### src/rtl/mbr_pkg.sv
// Shared types and sizing helpers for the MBR frame receiver.
package mbr_pkg;

    typedef enum logic [1:0] {
        HUNT   = 2'd0,
        VERIFY = 2'd1,
        LOCKED = 2'd2
    } mbr_state_t;

    localparam int MBR_FRAME_BITS_DEF = 40;

    // Good-marker and missed-marker run counters only need to reach 7.
    localparam int MBR_RUN_W = 3;

    // Bits needed to count 0..n-1.
    function automatic int cnt_w(input int n);
        return (n <= 2) ? 1 : $clog2(n);
    endfunction

endpackage

### src/rtl/mbr_frame_rx_if.sv
// Line-side inputs and word-side outputs of the MBR frame receiver.
import mbr_pkg::*;

interface mbr_frame_rx_if #(
    parameter int FRAME_BITS = MBR_FRAME_BITS_DEF
);
    logic                  i320;
    logic                  iMBR;
    logic                  iData;
    logic [FRAME_BITS-1:0] oWord;
    logic                  oValid;
    logic                  oLock;
    logic                  oErr;

    // Far end / stimulus side: drives the serial line, observes results.
    modport master (
        output i320, iMBR, iData,
        input  oWord, oValid, oLock, oErr
    );

    // Receiver side.
    modport slave (
        input  i320, iMBR, iData,
        output oWord, oValid, oLock, oErr
    );
endinterface

### src/rtl/mbr_bit_sync.sv
// Brings the asynchronous bit strobe, marker and data into the clk domain
// and turns each strobe rising edge into a single-cycle tick.
module mbr_bit_sync (
    input  logic clk,
    input  logic rst,
    input  logic i320,
    input  logic mbr,
    input  logic data,
    output logic tick,
    output logic mbr_s,
    output logic data_s
);
    logic i320_p0, i320_p1, i320_p2;
    logic mbr_p0, mbr_p1;
    logic data_p0, data_p1;

    // Two-flop synchronizers; i320 gets a third flop as the edge-detect history.
    always_ff @(posedge clk or negedge rst) begin
        if (!rst) begin
            i320_p0 <= 1'b0;
            i320_p1 <= 1'b0;
            i320_p2 <= 1'b0;
            mbr_p0  <= 1'b1;
            mbr_p1  <= 1'b1;
            data_p0 <= 1'b0;
            data_p1 <= 1'b0;
        end else begin
            i320_p0 <= i320;
            i320_p1 <= i320_p0;
            i320_p2 <= i320_p1;
            mbr_p0  <= mbr;
            mbr_p1  <= mbr_p0;
            data_p0 <= data;
            data_p1 <= data_p0;
        end
    end

    // Marker and data travel through the same depth as the strobe, so they
    // are aligned with the tick they belong to.
    assign tick   = i320_p1 & ~i320_p2;
    assign mbr_s  = mbr_p1;
    assign data_s = data_p1;

endmodule

### src/rtl/mbr_frame_rx.sv
// MBR frame receiver: acquires alignment from the marker spacing, tracks
// lock, and deserializes each locked frame into a parallel word.
module mbr_frame_rx
    import mbr_pkg::*;
#(
    parameter int FRAME_BITS  = MBR_FRAME_BITS_DEF,
    parameter int SYNC_FRAMES = 2,
    parameter int MISS_LIMIT  = 2
) (
    input  logic           clk,
    input  logic           rst,
    mbr_frame_rx_if.slave  bus
);
    localparam int                   CW     = cnt_w(FRAME_BITS);
    localparam logic [CW-1:0]        LAST   = CW'(FRAME_BITS - 1);
    localparam logic [MBR_RUN_W-1:0] SYNC_N = MBR_RUN_W'(SYNC_FRAMES);
    localparam logic [MBR_RUN_W-1:0] MISS_N = MBR_RUN_W'(MISS_LIMIT);

    logic tick, mbr_s, data_s;

    mbr_state_t            state_q, state_d;
    logic [CW-1:0]         cnt_q, cnt_d;
    logic [MBR_RUN_W-1:0]  good_q, good_d, miss_q, miss_d;
    logic [MBR_RUN_W-1:0]  good_inc, miss_inc;
    logic [FRAME_BITS-1:0] shift_q, word_q;
    logic                  valid_q, valid_d, err_q, err_d, lock_q;
    logic                  load, slot;

    mbr_bit_sync u_sync (
        .clk    (clk),
        .rst    (rst),
        .i320   (bus.i320),
        .mbr    (bus.iMBR),
        .data   (bus.iData),
        .tick   (tick),
        .mbr_s  (mbr_s),
        .data_s (data_s)
    );

    // Next-state, counter and pulse decisions; everything holds unless a tick arrives.
    always_comb begin
        state_d  = state_q;
        cnt_d    = cnt_q;
        good_d   = good_q;
        miss_d   = miss_q;
        valid_d  = 1'b0;
        err_d    = 1'b0;
        load     = 1'b0;
        slot     = (cnt_q == LAST);
        good_inc = good_q + 3'd1;
        miss_inc = miss_q + 3'd1;
        if (tick) begin
            // Any accepted marker restarts the count; otherwise free-run and wrap.
            cnt_d = (!mbr_s || slot) ? '0 : cnt_q + 1'b1;
            case (state_q)
                HUNT: begin
                    if (!mbr_s) begin
                        good_d  = 3'd1;
                        state_d = VERIFY;
                    end
                end
                VERIFY: begin
                    if (slot) begin
                        if (!mbr_s) begin
                            good_d = good_inc;
                            if (good_inc >= SYNC_N) begin
                                state_d = LOCKED;
                                miss_d  = '0;
                            end
                        end else begin
                            state_d = HUNT;
                        end
                    end else if (!mbr_s) begin
                        good_d = 3'd1;
                    end
                end
                LOCKED: begin
                    if (slot) begin
                        if (!mbr_s) begin
                            load    = 1'b1;
                            valid_d = 1'b1;
                            miss_d  = '0;
                        end else begin
                            err_d  = 1'b1;
                            miss_d = miss_inc;
                            if (miss_inc >= MISS_N) state_d = HUNT;
                        end
                    end else if (!mbr_s) begin
                        // Marker off the expected slot: alignment is suspect.
                        err_d   = 1'b1;
                        good_d  = 3'd1;
                        state_d = VERIFY;
                    end
                end
                default: state_d = HUNT;
            endcase
        end
    end

    // FSM state register.
    always_ff @(posedge clk or negedge rst) begin
        if (!rst) state_q <= HUNT;
        else      state_q <= state_d;
    end

    // Counters and registered outputs.
    always_ff @(posedge clk or negedge rst) begin
        if (!rst) begin
            cnt_q   <= '0;
            good_q  <= '0;
            miss_q  <= '0;
            word_q  <= '0;
            valid_q <= 1'b0;
            err_q   <= 1'b0;
            lock_q  <= 1'b0;
        end else begin
            cnt_q   <= cnt_d;
            good_q  <= good_d;
            miss_q  <= miss_d;
            valid_q <= valid_d;
            err_q   <= err_d;
            lock_q  <= (state_d == LOCKED);
            if (load) word_q <= {shift_q[FRAME_BITS-2:0], data_s};
        end
    end

    // Serial-to-parallel shifter; fully refilled before any word can be loaded.
    always_ff @(posedge clk) begin
        if (tick) shift_q <= {shift_q[FRAME_BITS-2:0], data_s};
    end

    assign bus.oWord  = word_q;
    assign bus.oValid = valid_q;
    assign bus.oLock  = lock_q;
    assign bus.oErr   = err_q;

endmodule

### src/flat_wrapper.sv
// flat-port wrapper written by rule: the top's interface ports become plain ports
module mbr_frame_rx_flat import mbr_pkg::*;
#(
    parameter int FRAME_BITS  = MBR_FRAME_BITS_DEF,
    parameter int SYNC_FRAMES = 2,
    parameter int MISS_LIMIT  = 2
)
  (clk, rst, bus_i320, bus_iMBR, bus_iData, bus_oWord, bus_oValid, bus_oLock, bus_oErr);
  mbr_frame_rx_if #(.FRAME_BITS(FRAME_BITS)) bus_i ();
  input  logic clk;
  input  logic rst;
  input wire logic [$bits(bus_i.i320)-1:0] bus_i320;
  input wire logic [$bits(bus_i.iMBR)-1:0] bus_iMBR;
  input wire logic [$bits(bus_i.iData)-1:0] bus_iData;
  output wire logic [$bits(bus_i.oWord)-1:0] bus_oWord;
  output wire logic [$bits(bus_i.oValid)-1:0] bus_oValid;
  output wire logic [$bits(bus_i.oLock)-1:0] bus_oLock;
  output wire logic [$bits(bus_i.oErr)-1:0] bus_oErr;
  assign bus_i.i320 = bus_i320;
  assign bus_i.iMBR = bus_iMBR;
  assign bus_i.iData = bus_iData;
  assign bus_oWord = bus_i.oWord;
  assign bus_oValid = bus_i.oValid;
  assign bus_oLock = bus_i.oLock;
  assign bus_oErr = bus_i.oErr;
  mbr_frame_rx #(.FRAME_BITS(FRAME_BITS), .SYNC_FRAMES(SYNC_FRAMES), .MISS_LIMIT(MISS_LIMIT)) u_core (.clk(clk), .rst(rst), .bus(bus_i));
endmodule
### config.mk
export PLATFORM = sky130hd
export DESIGN_NAME = mbr_frame_rx_flat
export DESIGN_NICKNAME = d
export VERILOG_FILES = /design/src/rtl/mbr_pkg.sv /design/src/rtl/mbr_frame_rx_if.sv /design/src/rtl/mbr_bit_sync.sv /design/src/rtl/mbr_frame_rx.sv /design/src/flat_wrapper.sv
export SDC_FILE = /design/constraint.sdc
export NUM_CORES = 1
export LEC_CHECK = 0
export CELL_PAD_IN_SITES_DETAIL_PLACEMENT = 0
export CELL_PAD_IN_SITES_GLOBAL_PLACEMENT = 2
export CORE_MARGIN = 8
export CORE_UTILIZATION = 43
export DETAILED_ROUTE_END_ITERATION = 6
export PLACE_DENSITY_LB_ADDON = 0.1
export SLEW_MARGIN = 5
export SYNTH_ARGS = -nofsm -noshare
export SYNTH_HDL_FRONTEND = slang
export SYNTH_HIERARCHICAL = 1
export SYNTH_SLANG_ARGS = --single-unit
### constraint.sdc
create_clock -name clk -period 6.73 [get_ports clk]
set_input_delay 1.0095 -clock clk [delete_from_list [all_inputs] [get_ports clk]]
set_output_delay 1.0095 -clock clk [all_outputs]
set_load 0.05 [all_outputs]
# After elaboration in Yosys (flattened, before gate mapping)
# Cells that the tools add are included.
classes:
  addsub: 3
  order_cmp: 2
  n_eq_ne: 10
  muxes: 29
  bitwise_logic: 2
  reduce_logical: 7
op_table:
  columns: ["operator", "n"]
  rows:
  - ["2-to-1 mux 3 bit", 9]
  - ["2-to-1 mux 2 bit", 8]
  - ["one-hot mux 3 bit (3 select lines)", 1]
  - ["2-to-1 mux 1 bit", 8]
  - ["adder 3 x 1 -> 3 bit, second input constant", 2]
  - ["adder 6 x 1 -> 6 bit, second input constant", 1]
  - ["equality test 6 bit, second input constant", 1]
  - ["greater-or-equal comparator 3 x 2 -> 1 bit, second input constant", 2]
  - ["2-to-1 mux 6 bit", 1]
  - ["!= test 2 x 1 -> 1 bit, second input constant", 3]
  - ["one-hot mux 2 bit (3 select lines)", 1]
  - ["one-hot mux 3 bit (2 select lines)", 1]
  - ["AND reduction 6 bit", 1]
  - ["equality test 2 bit, second input constant", 2]
  - ["!= test 2 bit, second input constant", 2]
  - ["AND reduction 4 bit", 1]
  - ["!= test 3 bit, second input constant", 1]
  - ["nonzero test 3 bit", 1]
  - ["equality test 2 x 1 -> 1 bit, second input constant", 1]
  - ["zero test 2 bit", 1]
  - ["nonzero test 2 bit", 1]
  - ["bitwise AND 1 bit", 1]
  - ["zero test 1 bit", 1]
  - ["logical OR 1 bit", 1]
  - ["inverter 1 bit", 1]
word_totals:
  register_bits: 103
  input_bits: 5
  out_inout_bits: 43
  elab_cells: 69

# Depth between registers and ports, before layout
# Gate-level depths: netlist of the first run.
logic_depth:
  word_depth: 8
  mapped_depth: 9
  ltp_nobuf: 9

# Hierarchy
# The synthesis of the first run kept the hierarchy.
by_module_without_submodules:
  columns: ["mod", "instances", "cells_each", "area_each_um2", "seq_area_each_um2"]
  rows:
  - ["mbr_frame_rx", 1, 231, 3703.6, 2597.5]
  - ["mbr_bit_sync", 1, 8, 191.4, 177.7]

# Least setup slack after synthesis of the first run
# OpenSTA, ideal clock, no wires.
synth_timing:
  kind: "reg2reg"
  startpoint: "reg u_core.u_sync.i320_p2"
  endpoint: "reg u_core.word_q[36] (netlist: u_core/bus.oWord[36])"
  setup_time_ns: 0.128
  arrival_time_ns: 1.981
  t_required_ns: 6.602
  setup_slack_ns: 4.621
  stages_incl_launch_ff: 6
  path_buffers: 2
  period_less_slack_ns: 2.109
  path_cell_list: "dfrtp_1 > nor2b_4 > clkbuf_1 > nand3_2 > buf_6 > mux2_1"
synth_between:
  elab_chain_cells: 3
synth_lines:
  columns: ["element", "line_no", "rtl"]
  rows:
  - ["start, declared", "mbr_bit_sync.sv:13", "logic i320_p0, i320_p1, i320_p2;"]
  - ["start signal, assigned", "mbr_bit_sync.sv:30", "i320_p2 <= i320_p1;"]
  - ["inverter 1 bit", "mbr_bit_sync.sv:40", "assign tick = i320_p1 & ~i320_p2;"]
  - ["bitwise AND 1 bit", "mbr_bit_sync.sv:40", null]
  - ["via u_core.tick", "mbr_frame_rx.sv:19", "logic tick, mbr_s, data_s;"]
  - ["2-to-1 mux 1 bit", "mbr_frame_rx.sv:52", "if (tick) begin"]
  - ["end signal, assigned", "mbr_frame_rx.sv:123", "if (load) word_q <= {shift_q[FRAME_BITS-2:0], data_s};"]
  - ["end, declared", "mbr_frame_rx.sv:25", "logic [FRAME_BITS-1:0] shift_q, word_q;"]
# The timed path passes the listed nets, and every way through them passes these cells.
# A chain may end at the register's enable or synchronous reset.

# Worst setup path after layout of the first run
layout_timing:
  startpoint: "reg u_core.cnt_q[0]"
  endpoint: "reg u_core.word_q[36] (netlist: u_core/bus.oWord[36])"
layout_between:
  elab_chain_cells: 4
layout_lines:
  columns: ["element", "line_no", "rtl"]
  rows:
  - ["start, declared", "mbr_frame_rx.sv:22", "logic [CW-1:0] cnt_q, cnt_d;"]
  - ["start signal, assigned", "mbr_frame_rx.sv:117", "cnt_q <= cnt_d;"]
  - ["equality test 6 bit", "mbr_frame_rx.sv:49", "slot = (cnt_q == LAST);"]
  - ["2-to-1 mux 1 bit", "mbr_frame_rx.sv:78", "if (slot) begin"]
  - ["2-to-1 mux 1 bit", "mbr_frame_rx.sv:55", "case (state_q)"]
  - ["2-to-1 mux 1 bit", "mbr_frame_rx.sv:52", null]
# No other way between the ends.

==> impl_metrics.toml, run 1 <==
[sta]
period_share_pct = 42.5
finalMaxSlewViolations = 0
rsz0062_at_grt = "no"
min_period_ns = 2.86
hold_viol_final = 0
fin_tns_setup_ns = 0
finalSetupViolations = 0
fmax_ghz = 0.350
setup_ws_ns = 3.87
max_slew.worst_pin.slew_ns = 1.09
relSlewSlack_pct = 27.2
clock_skew_ns = 0.0124

[logic_synthesis]
synthTopCellsByArea = "dfrtp_1 (40%), edfxtp_1 (30%), mux2_2 (12%), ha_1 (2.6%), dfstp_2 (1.3%)"
synth-seq-cells = 103
yosys_warnings = 6
synth_area_um2 = 3890
synthCells = 239
synth_largest_area_cell = "dfrtp_1"
synth.distinct_cells = 42
syn_area_per_cell_um2 = 16.3
synth_top_area_share_pct = 39.8
ys_seq_area_share_pct = 71.2
synth_fp_nets = 252

[cts]
clk_path_buf_depth = 2
insertion_delay_ns = 0.36
clkTransAtPathRegs_ns = 0.10
clock_sinks = 103
cts_resized = 0
clock-root-buffer = "clkbuf_8"
cts_buffers = 9
post_cts_buffers = 0
cts_max_level = 3
cts_tree = "yes"
cts_hold_buf = 0

[detailed_routing]
routedWlPerCell_um = 15.9
drt_iter0_markers = 98
ant_nets = 0
vias = 2076
viasPerCell = 5.13
drc = 0
drt_first_pass_iters = 4
finalWirelength_mm = 6.43

[power_and_ir_drop]
p_sw_share_pct = 22.7
internal-power_w = 0.000825
comb_power_share_pct = 2.4
powerDensity_nw_per_um2 = 230
seqPwrFrac_pct = 63.3
switching_power_w = 0.000242
peakVddDrop_v = 0.000105
p_clk_share_pct = 34.2
p_leak_nw = 1.99
report.power.total_w = 0.00107

[min_path]
hold_path.class = "reg -> reg"

[final_layout]
insertedDiodeCount = 0
fin_nets = 305
drive_gt1_share_pct = 21.5
finalNonFillerCells = 405
syn_to_final_growth_pct = 19.1
fin_area_um2 = 4640

[die]
core_area_um2 = 8760
die_y_um = 111
start_util_pct = 44.4
row_count = 34
dieArea_um2 = 12400
ios = 48
die_w_um = 111

[worst_setup_path]
ff2ff_path_depth = 7
crit_end = "u_core/bus.oWord[36]$_DFFE_PN0P_"
cp.arrival_ns = 3.10
r2r_end = "u_core/bus.oWord[36]$_DFFE_PN0P_"
slowest_stage = "nand3_2"
crit_fanout = 41
crit_path_end_kind = "flip-flop"
cp-start-kind = "flip-flop"
crit_top_cell = "ha_1"
cpPeakStageDelay_ns = 0.81
crit_path_start = "u_core/cnt_q[0]$_DFFE_PN0P_"
timing.rr.start = "u_core/cnt_q[0]$_DFFE_PN0P_"
critPathKind = "reg -> reg"
timing.reg2reg.setup_slack_ns = 3.87
path_cells = "ha_1 > and4bb_1 > nand2_1 > inv_1 > ha_1 > nand3_2 > mux2_1"
cp.required_ns = 6.98

[grt]
grt_util_met2_pct = 14.9
grt_max_degree = 65
grt_overflow = 0
grt_use_met1_pct = 14.6
grt_pass1_vias = 2084
grt.met3_usage_pct = 3.46
busiest_layer = "met2"
antenna_found_initial = 0
grt_first_pass_wirelength_mm = 10.8
grt_usage_pct = 10.7

[placement]
dp_cells = 389
numPortBuffers = 47
place_ws_ns = 3.81
dpl.hpwl_mm = 4.00
dpl_cell_area_um2 = 4450
gp_congestion = 0.764

[job]
maxCapViolations = 0

[run_status]
status = "completed"
-- registers in the layout, summed over array words and instances, names as in the netlist --
register,flops
u_core/bus.oErr,1
u_core/u_sync/mbr_p0,1
u_core/bus.oValid,1
u_core/miss_q,3
u_core/bus.oLock,1
u_core/shift_q,39
u_core/bus.oWord,40
u_core/u_sync/data_p0,1
u_core/state_q,2
u_core/cnt_q,6
u_core/u_sync/data_s,1
u_core/u_sync/i320_p0,1
u_core/good_q,3
u_core/u_sync/i320_p2,1
u_core/u_sync/mbr_s,1
u_core/u_sync/i320_p1,1
-- cell families (layout without fill, tap and decap cells) --
family / after synthesis / after routing / share of synthesized area (%)
simple gates: 37 / 37 / 5.69
mux: 44 / 44 / 12.7
fa+ha+maj: 8 / 8 / 2.57
flops: 103 / 103 / 71.2
compound gates: 25 / 25 / 4.47
buf+inv: 19 / 77 / 2.70
xor+xnor: 3 / 3 / 0.675
-- worst min-delay path by stage --
stage,start,endpoint,slack (ns),depth (start not counted)
finish,u_core/u_sync/i320_p0$_DFF_PN0_,u_core/u_sync/i320_p1$_DFF_PN0_,0.36,0
global route,u_core/u_sync/mbr_p0$_DFF_PN1_,u_core/u_sync/mbr_s$_DFF_PN1_,0.37,0
CTS,u_core/u_sync/i320_p0$_DFF_PN0_,u_core/u_sync/i320_p1$_DFF_PN0_,0.36,0
detailed placement,u_core/u_sync/i320_p0$_DFF_PN0_,u_core/u_sync/i320_p1$_DFF_PN0_,0.34,0
global placement,u_core/u_sync/data_p0$_DFF_PN0_,u_core/u_sync/data_s$_DFF_PN0_,0.33,0
floorplan,u_core/u_sync/data_p0$_DFF_PN0_,u_core/u_sync/data_s$_DFF_PN0_,0.33,0
-- cell usage in the layout (no fill, tap or decap), types with 3 or more instances in the layout --
cell type / count
nand2_1: 7
edfxtp_1: 39
nand3_1: 4
inv_1: 12
nor2_1: 6
o21ai_0: 8
mux2_2: 40
nand2b_1: 3
clkdlybuf4s50_1: 46
ha_1: 8
clkbuf_8: 10
dfrtp_1: 62
nor2b_1: 3
-- synthesized netlist by cell type, drive strengths merged --
master,instances
a2111o,1
a211oi,2
a21boi,1
a21oi,3
a22o,1
a2bb2oi,1
and3,1
and4bb,1
buf,5
clkbuf,2
dfrtp,62
dfstp,2
edfxtp,39
ha,8
inv,12
mux2,42
mux2i,2
nand2,7
nand2b,3
nand3,5
nand3b,2
nand4,2
nand4b,1
nand4bb,1
nor2,6
nor2b,4
nor4,2
o2111ai,2
o211ai,1
o21ai,8
o22ai,2
o2bb2ai,1
o311ai,1
o31a,1
or3,2
xnor2,1
xor2,2
-- routing by layer --
metal | part of all wire [%] | up-vias
met1 | 49 | 1054
met5 | 0 | -
met3 | 5.3 | 10
met4 | 1.7 | 0
li1 | - | 971
met2 | 44 | 41
-- worst max-delay path: cells and delay by family (launching register included) --
kind                     cells  cell delay, ns
adder cells (fa/ha/maj)      2            0.41
multiplexers                 1            0.65
buffers and inverters        1            0.10
AND/OR/NAND/NOR              3            1.17
flip-flops                   1            0.40
-- through the flow --
step	util [%]	hold WS, ns
after floorplan	-	0.331
after global placement	50.8	0.334
after detailed placement	50.8	0.337
after CTS	52.9	0.358
after global routing	52.9	0.365
final	52.9	0.359
-- cell type report --
| type | count | area [um^2] |
|---|---|---|
| inverters | 12 | 45.0 |
| clock buffers | 10 | 138 |
| clock inverters | 6 | 50.0 |
| repair buffers | 49 | 480 |
| flip-flops and latches | 103 | 2780 |
| fillers | 728 | 4130 |
| well taps | 108 | 135 |
| multi-input cells | 117 | 1010 |
-- power groups by stage --
stage                     Sequential [W]  Clock, W  Combinational (W)
after floorplan                 0.000686         0          0.0000131
after global placement          0.000689         0          0.0000275
after detailed placement        0.000689         0          0.0000274
after CTS                       0.000676  0.000378          0.0000274
after global routing            0.000678  0.000407          0.0000305
final                           0.000676  0.000365          0.0000261
(Power assumes the default switching activity.)
==> run 2, diff against run 1 <==
--- a/config.mk
+++ b/config.mk
@@ -8,7 +8,7 @@
 export CELL_PAD_IN_SITES_DETAIL_PLACEMENT = 0
 export CELL_PAD_IN_SITES_GLOBAL_PLACEMENT = 2
 export CORE_MARGIN = 8
-export CORE_UTILIZATION = 43
+export CORE_UTILIZATION = 40
 export DETAILED_ROUTE_END_ITERATION = 6
 export PLACE_DENSITY_LB_ADDON = 0.1
 export SLEW_MARGIN = 5
==> constraint.sdc (replaced) <==
create_clock -name clk -period 2.9 [get_ports clk]
set_input_delay 0.435 -clock clk [delete_from_list [all_inputs] [get_ports clk]]
set_output_delay 0.435 -clock clk [all_outputs]
set_load 0.05 [all_outputs]
==> impl_metrics.toml, run 2 (synthesis gave the netlist of run 1 again) <==
[run_status]
status = "completed"

[die]
core_area_um2 = 9590
die_y_um = 115
ios = 48
row_count = 36
die_w_um = 115
start_util_pct = 40.6
dieArea_um2 = 13200

[cts]
cts_buffers = 9
cts_max_level = 3
insertion_delay_ns = 0.36
cts_resized = 0
clock-root-buffer = "clkbuf_8"
cts_hold_buf = 0
clock_sinks = 103
cts_tree = "yes"
clk_path_buf_depth = 2
clkTransAtPathRegs_ns = 0.10
post_cts_buffers = 0

[detailed_routing]
viasPerCell = 4.81
drc = 0
drt_first_pass_iters = 4
routedWlPerCell_um = 15.4
vias = 2079
drt_iter0_markers = 115
finalWirelength_mm = 6.67
ant_nets = 0

[worst_setup_path]
timing.rr.start = "u_core/cnt_q[0]$_DFFE_PN0P_"
critPathKind = "reg -> reg"
crit_fanout = 26
timing.reg2reg.setup_slack_ns = 0.73
cp.required_ns = 3.13
crit_path_end_kind = "flip-flop"
cp.arrival_ns = 2.41
r2r_end = "u_core/bus.oWord[9]$_DFFE_PN0P_"
cp-start-kind = "flip-flop"
ff2ff_path_depth = 8

[sta]
fin_tns_setup_ns = 0
hold_slack_ns = 0.252
min_period_ns = 2.17
finalSetupViolations = 0
period_share_pct = 74.9
clock_skew_ns = 0.0123
rsz0062_at_grt = "no"
relSlewSlack_pct = 44.9
finalMaxSlewViolations = 0
max_slew.worst_pin.slew_ns = 0.826
fmax_ghz = 0.460
hold_viol_final = 0

[power_and_ir_drop]
seqPwrFrac_pct = 58.5
comb_power_share_pct = 2.3
p_leak_nw = 2.01
internal-power_w = 0.00214
p_sw_share_pct = 20.1
p_clk_share_pct = 39.3
peakVddDrop_v = 0.000278
switching_power_w = 0.000540
powerDensity_nw_per_um2 = 567

[final_layout]
largest_reg_flops = 40
multi_input_area_um2 = 1010
syn_to_final_growth_pct = 21.6
fillCellCount = 871
insertedDiodeCount = 0
drive_gt1_share_pct = 21.4
final_cell_mix = "dfrtp_1 (62), clkdlybuf4s50_1 (46), mux2_2 (40)"
register_area_um2 = 2780
layout_commonest_cell = "dfrtp_1"
finalNonFillerCells = 432
fin_nets = 307

[placement]
numPortBuffers = 47
dp_cells = 416
gp_congestion = 0.738
dpl.hpwl_mm = 4.27

[job]
maxCapViolations = 0

[grt]
grt_max_degree = 65
antenna_found_initial = 0
grt_usage_pct = 11.1
grt_pass1_vias = 2131
grt_overflow = 0
grt_first_pass_wirelength_mm = 11.2

[min_path]
hold_path.class = "in -> async"
==> run 2: power by group through the flow <==
stage / Clock [W] / Combinational, W / Sequential (W)
6_report: 0.00105 / 0.0000609 / 0.00157
4_1_cts: 0.00109 / 0.0000643 / 0.00157
3_5_place_dp: 0 / 0.0000643 / 0.00160
5_1_grt: 0.00115 / 0.0000719 / 0.00157
3_3_place_gp: 0 / 0.0000644 / 0.00160
2_1_floorplan: 0 / 0.0000304 / 0.00159
==> run 2: area by class of cell <==
type / instances / area share, %
multi-input combinational: 117 / 21.4
timing repair buffer: 51 / 10.5
sequential: 103 / 58.6
tap: 133 / 3.51
inverter: 12 / 0.951
clock buffer: 11 / 2.77
clock inverter: 5 / 2.25
==> run 2: stage by stage <==
stage	util [%]	power (W)	setup WS (ns)	instance area, um^2
floorplan	-	0.00162	0.791	3890
global placement	46.9	0.00166	0.768	4500
detailed placement	46.9	0.00166	0.731	4500
global route	49.3	0.00280	0.562	4730
finish	49.3	0.00268	0.727	4730
CTS	49.3	0.00273	0.700	4730
==> run 2: per-layer routing <==
| metal | up-vias | share of wire [%] | track usage, % | wire length [um] |
|---|---|---|---|---|
| met5 | - | 0 | 0 | 0 |
| met4 | 0 | 1.7 | 4.35 | 116 |
| met3 | 6 | 6.3 | 4.69 | 419 |
| met2 | 40 | 45 | 16.1 | 2990 |
| met1 | 1056 | 47 | 14.2 | 3140 |
| li1 | 977 | - | - | - |
==> run 2: worst max-delay path by stage <==
stage	from	end	slack [ns]	cells after the start
2_1_floorplan	u_core/u_sync/i320_p2$_DFF_PN0_	u_core/bus.oWord[36]$_DFFE_PN0P_	0.79	5
4_1_cts	u_core/cnt_q[0]$_DFFE_PN0P_	u_core/bus.oWord[9]$_DFFE_PN0P_	0.70	8
6_report	u_core/cnt_q[0]$_DFFE_PN0P_	u_core/bus.oWord[9]$_DFFE_PN0P_	0.73	8
3_5_place_dp	u_core/cnt_q[0]$_DFFE_PN0P_	u_core/bus.oWord[9]$_DFFE_PN0P_	0.73	8
5_1_grt	u_core/cnt_q[0]$_DFFE_PN0P_	u_core/bus.oWord[9]$_DFFE_PN0P_	0.56	8
3_3_place_gp	u_core/cnt_q[0]$_DFFE_PN0P_	u_core/bus.oWord[25]$_DFFE_PN0P_	0.77	8
==> run 2: critical path: stages (launching register included) <==
cell and delay [ns]:
dfrtp_1 0.41, ha_1 0.26, and4bb_1 0.23, nand2_1 0.11, inv_1 0.07, ha_1 0.19, nand3_2 0.06, buf_4 0.32
mux2_2 0.38
